===== config.mk =====
export PLATFORM = sky130hd
export DESIGN_NAME = led_matrix_scan_driver
export DESIGN_NICKNAME = d
export VERILOG_FILES = /design/src/rtl/led_matrix_scan_driver.sv
export SDC_FILE = /design/constraint.sdc
export NUM_CORES = 1
export LEC_CHECK = 0
export CAP_MARGIN = 20
export CORE_ASPECT_RATIO = 0.75
export CORE_MARGIN = 3
export CORE_UTILIZATION = 30
export CTS_BUF_LIST = sky130_fd_sc_hd__clkbuf_8
export CTS_CLUSTER_DIAMETER = 80
export DETAILED_ROUTE_END_ITERATION = 8
export GPL_ROUTABILITY_DRIVEN = 0
export PLACE_DENSITY = 0.66
export SLEW_MARGIN = 30
export SYNTH_ARGS = -nofsm -noshare
export SYNTH_HDL_FRONTEND = slang
export SYNTH_SLANG_ARGS = --single-unit

===== constraint.sdc =====
create_clock -name clk -period 1.96 [get_ports clk]
set_clock_uncertainty 0.1 [all_clocks]
set_input_delay 0.196 -clock clk [delete_from_list [all_inputs] [get_ports clk]]
set_output_delay 0.196 -clock clk [all_outputs]
set_load 0.02 [all_outputs]

===== src/rtl/led_matrix_scan_driver.sv =====
// Row-scan driver for the 8x8 pong LED matrix: requests a row from the renderer,
// captures the returned bitmap, lights it for DWELL clocks, then blanks before the next row.
module led_matrix_scan_driver #(
  parameter int ROWS        = 8,
  parameter int COLS        = 8,
  parameter int BIT_OF_ROWS = 3,
  parameter int DWELL       = 1000,
  parameter int BLANK       = 4,
  parameter int COL_INV     = 0
) (
  input  logic                   clk,
  input  logic                   reset,
  input  logic                   enable,
  input  logic [15:0]            row_data,
  output logic [BIT_OF_ROWS-1:0] count,
  output logic [ROWS-1:0]        row_sel,
  output logic [COLS-1:0]        col_out,
  output logic                   frame_done
);

  localparam logic [2:0] S_IDLE  = 3'd0;
  localparam logic [2:0] S_FETCH = 3'd1;
  localparam logic [2:0] S_LATCH = 3'd2;
  localparam logic [2:0] S_SHOW  = 3'd3;
  localparam logic [2:0] S_BLANK = 3'd4;

  localparam int MAXV = (DWELL > BLANK) ? DWELL : BLANK;
  localparam int CW   = (MAXV > 1) ? $clog2(MAXV) : 1;

  localparam logic [CW-1:0]          DWELL_LAST = CW'(DWELL - 1);
  localparam logic [CW-1:0]          BLANK_LAST = CW'(BLANK - 1);
  localparam logic [BIT_OF_ROWS-1:0] ROW_LAST   = BIT_OF_ROWS'(ROWS - 1);
  localparam logic [COLS-1:0]        BLANK_VAL  = (COL_INV != 0) ? '1 : '0;

  logic [2:0]    state;
  logic [CW-1:0] counter;

  // Columns and row select only change together on SHOW entry/exit, so a lit row never sees a column transition.
  always_ff @(posedge clk) begin
    if (reset || !enable) begin
      state      <= S_IDLE;
      counter    <= '0;
      count      <= '0;
      row_sel    <= '0;
      col_out    <= BLANK_VAL;
      frame_done <= 1'b0;
    end else begin
      frame_done <= 1'b0;
      case (state)
        S_IDLE: begin
          state <= S_FETCH;
          count <= '0;
        end
        S_FETCH: state <= S_LATCH;
        S_LATCH: begin
          col_out <= (COL_INV != 0) ? ~row_data[COLS-1:0] : row_data[COLS-1:0];
          row_sel <= ROWS'(1) << count;
          counter <= '0;
          state   <= S_SHOW;
        end
        S_SHOW: begin
          if (counter == DWELL_LAST) begin
            row_sel <= '0;
            col_out <= BLANK_VAL;
            counter <= '0;
            state   <= S_BLANK;
          end else begin
            counter <= counter + 1'b1;
          end
        end
        S_BLANK: begin
          if (counter == BLANK_LAST) begin
            state <= S_FETCH;
            if (count == ROW_LAST) begin
              count      <= '0;
              frame_done <= 1'b1;
            end else begin
              count <= count + 1'b1;
            end
          end else begin
            counter <= counter + 1'b1;
          end
        end
        default: state <= S_IDLE;
      endcase
    end
  end

  if (COLS < 16) begin : g_unused_hi
    logic unused_hi;
    assign unused_hi = ^row_data[15:COLS];
  end

endmodule

# Word level (Yosys, flattened, before mapping)
# Cells that the tools add are included.
# word_totals
ff_bits	33
wordCells	45
# classes
n_addsub	2
n_eq_ne	10
shifts	1
mux	13
bitwise_logic	2
reduce_logical	11
# ops
op	count
case mux 8 bit (2 select lines)	2
case mux 10 bit (3 select lines)	1
two-way mux 10 bit	2
case mux 3 bit (5 select lines)	1
two-way mux 3 bit	4
adder 10 x 1 -> 10 bit (second input constant)	1
== test 10 bit (second input constant)	1
== test 10 x 2 -> 1 bit (second input constant)	1
two-way mux 8 bit	1
AND reduction 2 bit	4
<< shifter 1 x 3 -> 8 bit (first input constant)	1
== test 3 x 2 -> 1 bit (second input constant)	2
== test 3 bit (second input constant)	2
!= test 2 bit (second input constant)	3
case mux 3 bit (2 select lines)	1
nonzero test 2 bit	2
adder 3 x 1 -> 3 bit (second input constant)	1
== test 3 x 1 -> 1 bit (second input constant)	1
logical NOT 3 bit	1
nonzero test 3 bit	1
OR reduction 3 bit	1
inverter 1 bit	2
logical NOT 1 bit	1
logical OR 1 bit	1
two-way mux 1 bit	1

# Logic depth before layout (Yosys ltp)
# Gate-level depths: netlist of run 1.
# depth
ltp_word	4
ltp_mapped	6
mapped_depth_nobuf	5

# Least setup slack after synthesis of run 1
# Ideal clock, no wire load.
# synth_timing
path_kind	flip-flop to flip-flop
startpoint	register counter[0]
endpoint	register row_sel[3]
arrival_time_ps	1610
setup_slack_ps	133
path_stages_with_launch	7
synth_period_minus_slack_ps	1827
cell_sequence	dfxtp_1 > ha_1 > nand4_2 > o31a_1 > o21a_4 > buf_6 > a22o_1
# synth_via
elab_chain_len	3
# synth_rtl
element	line_no	rtl
start, declared	36	logic [CW-1:0] counter;
start signal, assigned	68	counter <= counter + 1'b1;
start signal, assigned	81	counter <= counter + 1'b1;
== test 10 bit	62	if (counter == DWELL_LAST) begin
!= test 2 bit (no source line)	n/a	
AND reduction 2 bit (no source line)	n/a	
end signal, assigned	57	row_sel <= ROWS'(1) << count;
end, declared	16	output logic [ROWS-1:0] row_sel,
# Every way passes these cells.
# A chain may end at the register's enable or synchronous reset.

# Final worst setup path of run 1
# layout_timing
startpoint	register counter[0]
endpoint	register col_out[6]
# layout_via
elab_chain_len	3
# layout_rtl
element	line_no	rtl
== test 10 bit	62	
!= test 2 bit (no source line)	n/a	
AND reduction 2 bit (no source line)	n/a	
end signal, assigned	56	col_out <= (COL_INV != 0) ? ~row_data[COLS-1:0] : row_data[COLS-1:0];
end, declared	17	output logic [COLS-1:0] col_out,
# Every way passes these cells.

==> impl_results.md, run 1 <==
* CTS tree: done
* Hold Path Origin: row_sel[4]
* Net load switching power at 0.291 mW
* Achievable Freq at 543 MHz
* Cell Area, Synth at 0.00150 mm2
* Worst-Margin Slew at around 360 ps
* Avg Inst Size Synth at between 10 and 15 um2
* RSZ-0062 raised after global routing: no
* Max-slew headroom at 0.761
* Top Ports at 39
* Pre-CTS setup slack at 132 ps
* Largest net degree at the start of global routing at 17
* Setup WS post-layout at 117 ps
* Worst Hold End: row_sel[4]
* Met3 routed WL at about 250 um
* Max Slew Vio Count at 0
* Final setup violation count at 0
* Worst r2r src: counter[0]
* Reg2reg setup slack at 120 ps
* IO Port Bufs at 30
* Met2 wire length at 1160 um
* FF-to-FF End: col_out[6]
* Fin util at 0.437
* Leading area contributor after synthesis: dfxtp_1
* Horiz. Die Dim at 87.7 um
* Max-cap violations at 0
* #FFs+latches synth at 33
* H-tree depth at 2
* Post-CTS setup buffer count at 0
* Wl on met1 at 1670 um
* Tot GR Track Use at 0.114
* Hold Path Cell Cnt at 1
* Netlist cell types at 42
* Hold_buf cts at 0
* Drt first-iter violations at 39
* DRT Pass-1 Iters at 4
* Clock root buffer: clkbuf_8
* Vias at 1190
* Leakage at 0.705 nW
* CORE AREA at about 0.0047 mm2
* DP Cell Count at 231
* ANT nets after route at 0
* Data required, critical path at 2040 ps
* Die footprint at 0.00590 mm2
* Synth top area cells: dfxtp_1 (44%), a22o_1 (7.6%), ha_1 (5.8%)
* Initial antenna violation count at 0
* Share of the synthesized area in the top cell type at 0.440
* Clk_lat worst skew at 280 ps
* Synth Net Count at 168
* Switching share of power at 0.192
* Critical path startpoint category: flip-flop
* Final Hold Viols at 0
* Clock Tree Buf Depth at 2
* Reg2reg path depth at 5
* Inserted Diodes at 0
* NumNets Final at 207
* Clock sink total at 33
* Critical path peak fanout at 16
* Vias in the first global route at ~1100
* Fin cells at 239
* Drt wl/cell at between 10 and 15 um
* Drt total wl at 3110 um
* Int Power at approximately 1.2 mW
* Most common flop cell mapped by yosys: dfxtp_1
* DRC viols at 0
* Final Cycle Share at 0.940
* Combinational power share at 0.051
* Fin Setup TNS at 0 ps
* Highest metal used: met4
* Die H at 67.3 um
* CP Capture Type: flip-flop
* HP Class: reg2reg
* First-pass GRT wire length at about 5200 um
* Initial Util at 0.323
* Total Power at 1.51 mW
* Total gr overflow at 0
* Reg power frac at 0.449
* Setup crit start: counter[0]
* Clock buffer count from CTS at 5
* Row cnt at 21
* Placed wire-length estimate at 2280 um
* Status: finished clean
* Pwr dens at approximately 740 mW/mm2
* Clock power share at 0.501
* Post-CTS Resized at 0
* Worst-path clk slew at 70 ps
* Peak supply drop at 0.000368 V
* Setup CP Type: reg2reg
* Worst path arrival time at 1920 ps
* Via density at 4.98
* Synth warn at 0
* Area delta synth->final at 35.3%
* Number of flops mapped to enable cells by yosys at 0
* Share of layout cells above drive strength 1 at 0.148
* Post-synthesis sequential area ratio at 0.440
* Post-synth ARST share at 0
* Fin crit period at 1840 ps
* Synthesized instance count at 142
==> placed cells by master, fill, tap and decap left out, types with 5 or more instances in the layout <==
| cell | Yosys | layout |
|---|---|---|
| clkbuf_8 | 0 | 5 |
| clkdlybuf4s50_1 | 0 | 30 |
| inv_1 | 5 | 5 |
| nor2_1 | 8 | 8 |
| xnor2_1 | 6 | 6 |
| ha_1 | 7 | 7 |
| a22o_1 | 13 | 13 |
| nand2_1 | 8 | 8 |
| dfxtp_1 | 33 | 33 |
| buf_4 | 0 | 7 |
==> metal layers <==
layer,up-vias,GRT usage
met2,40,0.156
met4,0,0.0460
met1,538,0.157
met5,-,0
met3,4,0.0439
li1,608,-
==> cell usage after synthesis (3+ instances only) <==
library cell / instances
nor2b_1: 3
o21ai_0: 3
a21oi_1: 4
a22o_1: 13
nor2_1: 8
a32o_1: 3
xnor2_1: 6
dfxtp_1: 33
ha_1: 7
buf_6: 3
nor3_1: 4
nand2_1: 8
inv_1: 5
nand3_1: 4
a211oi_1: 3
==> through the flow <==
stage	hold slack (ps)	cell area, um2
6_report	371	2030
5_1_grt	394	2030
4_1_cts	377	2030
3_5_place_dp	360	1900
3_3_place_gp	349	1900
2_1_floorplan	221	1500
==> area by class of cell <==
class / instances / area, um2
clock inverters: 3 / 65.1
repair buffers: 38 / 373
multi-input cells: 98 / 774
well taps: 57 / 71.3
fillers: 444 / 2620
clock buffers: 5 / 68.8
flip-flops and latches: 33 / 661
inverters: 5 / 18.8
==> power by group through the flow <==
stage,Combinational [mW],Clock (mW),Sequential [mW]
finish,0.0765,0.756,0.678
global route,0.0836,0.807,0.678
CTS,0.0767,0.782,0.678
detailed placement,0.0760,0,0.693
global placement,0.0757,0,0.693
floorplan,0.0367,0,0.695
==> cells by family after synthesis <==
group                      share of synthesized area
DFF                                            0.440
adders and majority gates                     0.0583
and+or+nand+nor                                0.155
xor gates and xnor gates                      0.0408
AOI/OAI and AO/OA                              0.262
buffers and inverters                         0.0442
==> flip-flops by register name (all words and copies together), names as in the netlist <==
signal      flops
counter        10
col_out         8
row_sel         8
count           3
state           3
frame_done      1
==> worst max-delay path, cell delays in order (launching register included) <==
cell	delay [ps]
dfxtp_1	370
ha_1	270
nand4_2	140
o31a_1	340
o21a_4	270
a22o_1	240
==> worst max path at each step <==
stage	end	slack, ps
finish	col_out[6]	120
global route	count[0]	1
CTS	col_out[6]	130
detailed placement	count[2]	130
global placement	col_out[6]	160
floorplan	row_sel[3]	130
(Power assumes the default switching activity.)
==> run 2: changes to the inputs <==
--- a/config.mk
+++ b/config.mk
@@ -5,7 +5,7 @@
 export SDC_FILE = /design/constraint.sdc
 export NUM_CORES = 1
 export LEC_CHECK = 0
-export CAP_MARGIN = 20
+export CAP_MARGIN = 0
 export CORE_ASPECT_RATIO = 0.75
 export CORE_MARGIN = 3
 export CORE_UTILIZATION = 30
==> results of run 2 <==
Same layout as run 1: the final DEF is identical, and so are final timing and power.
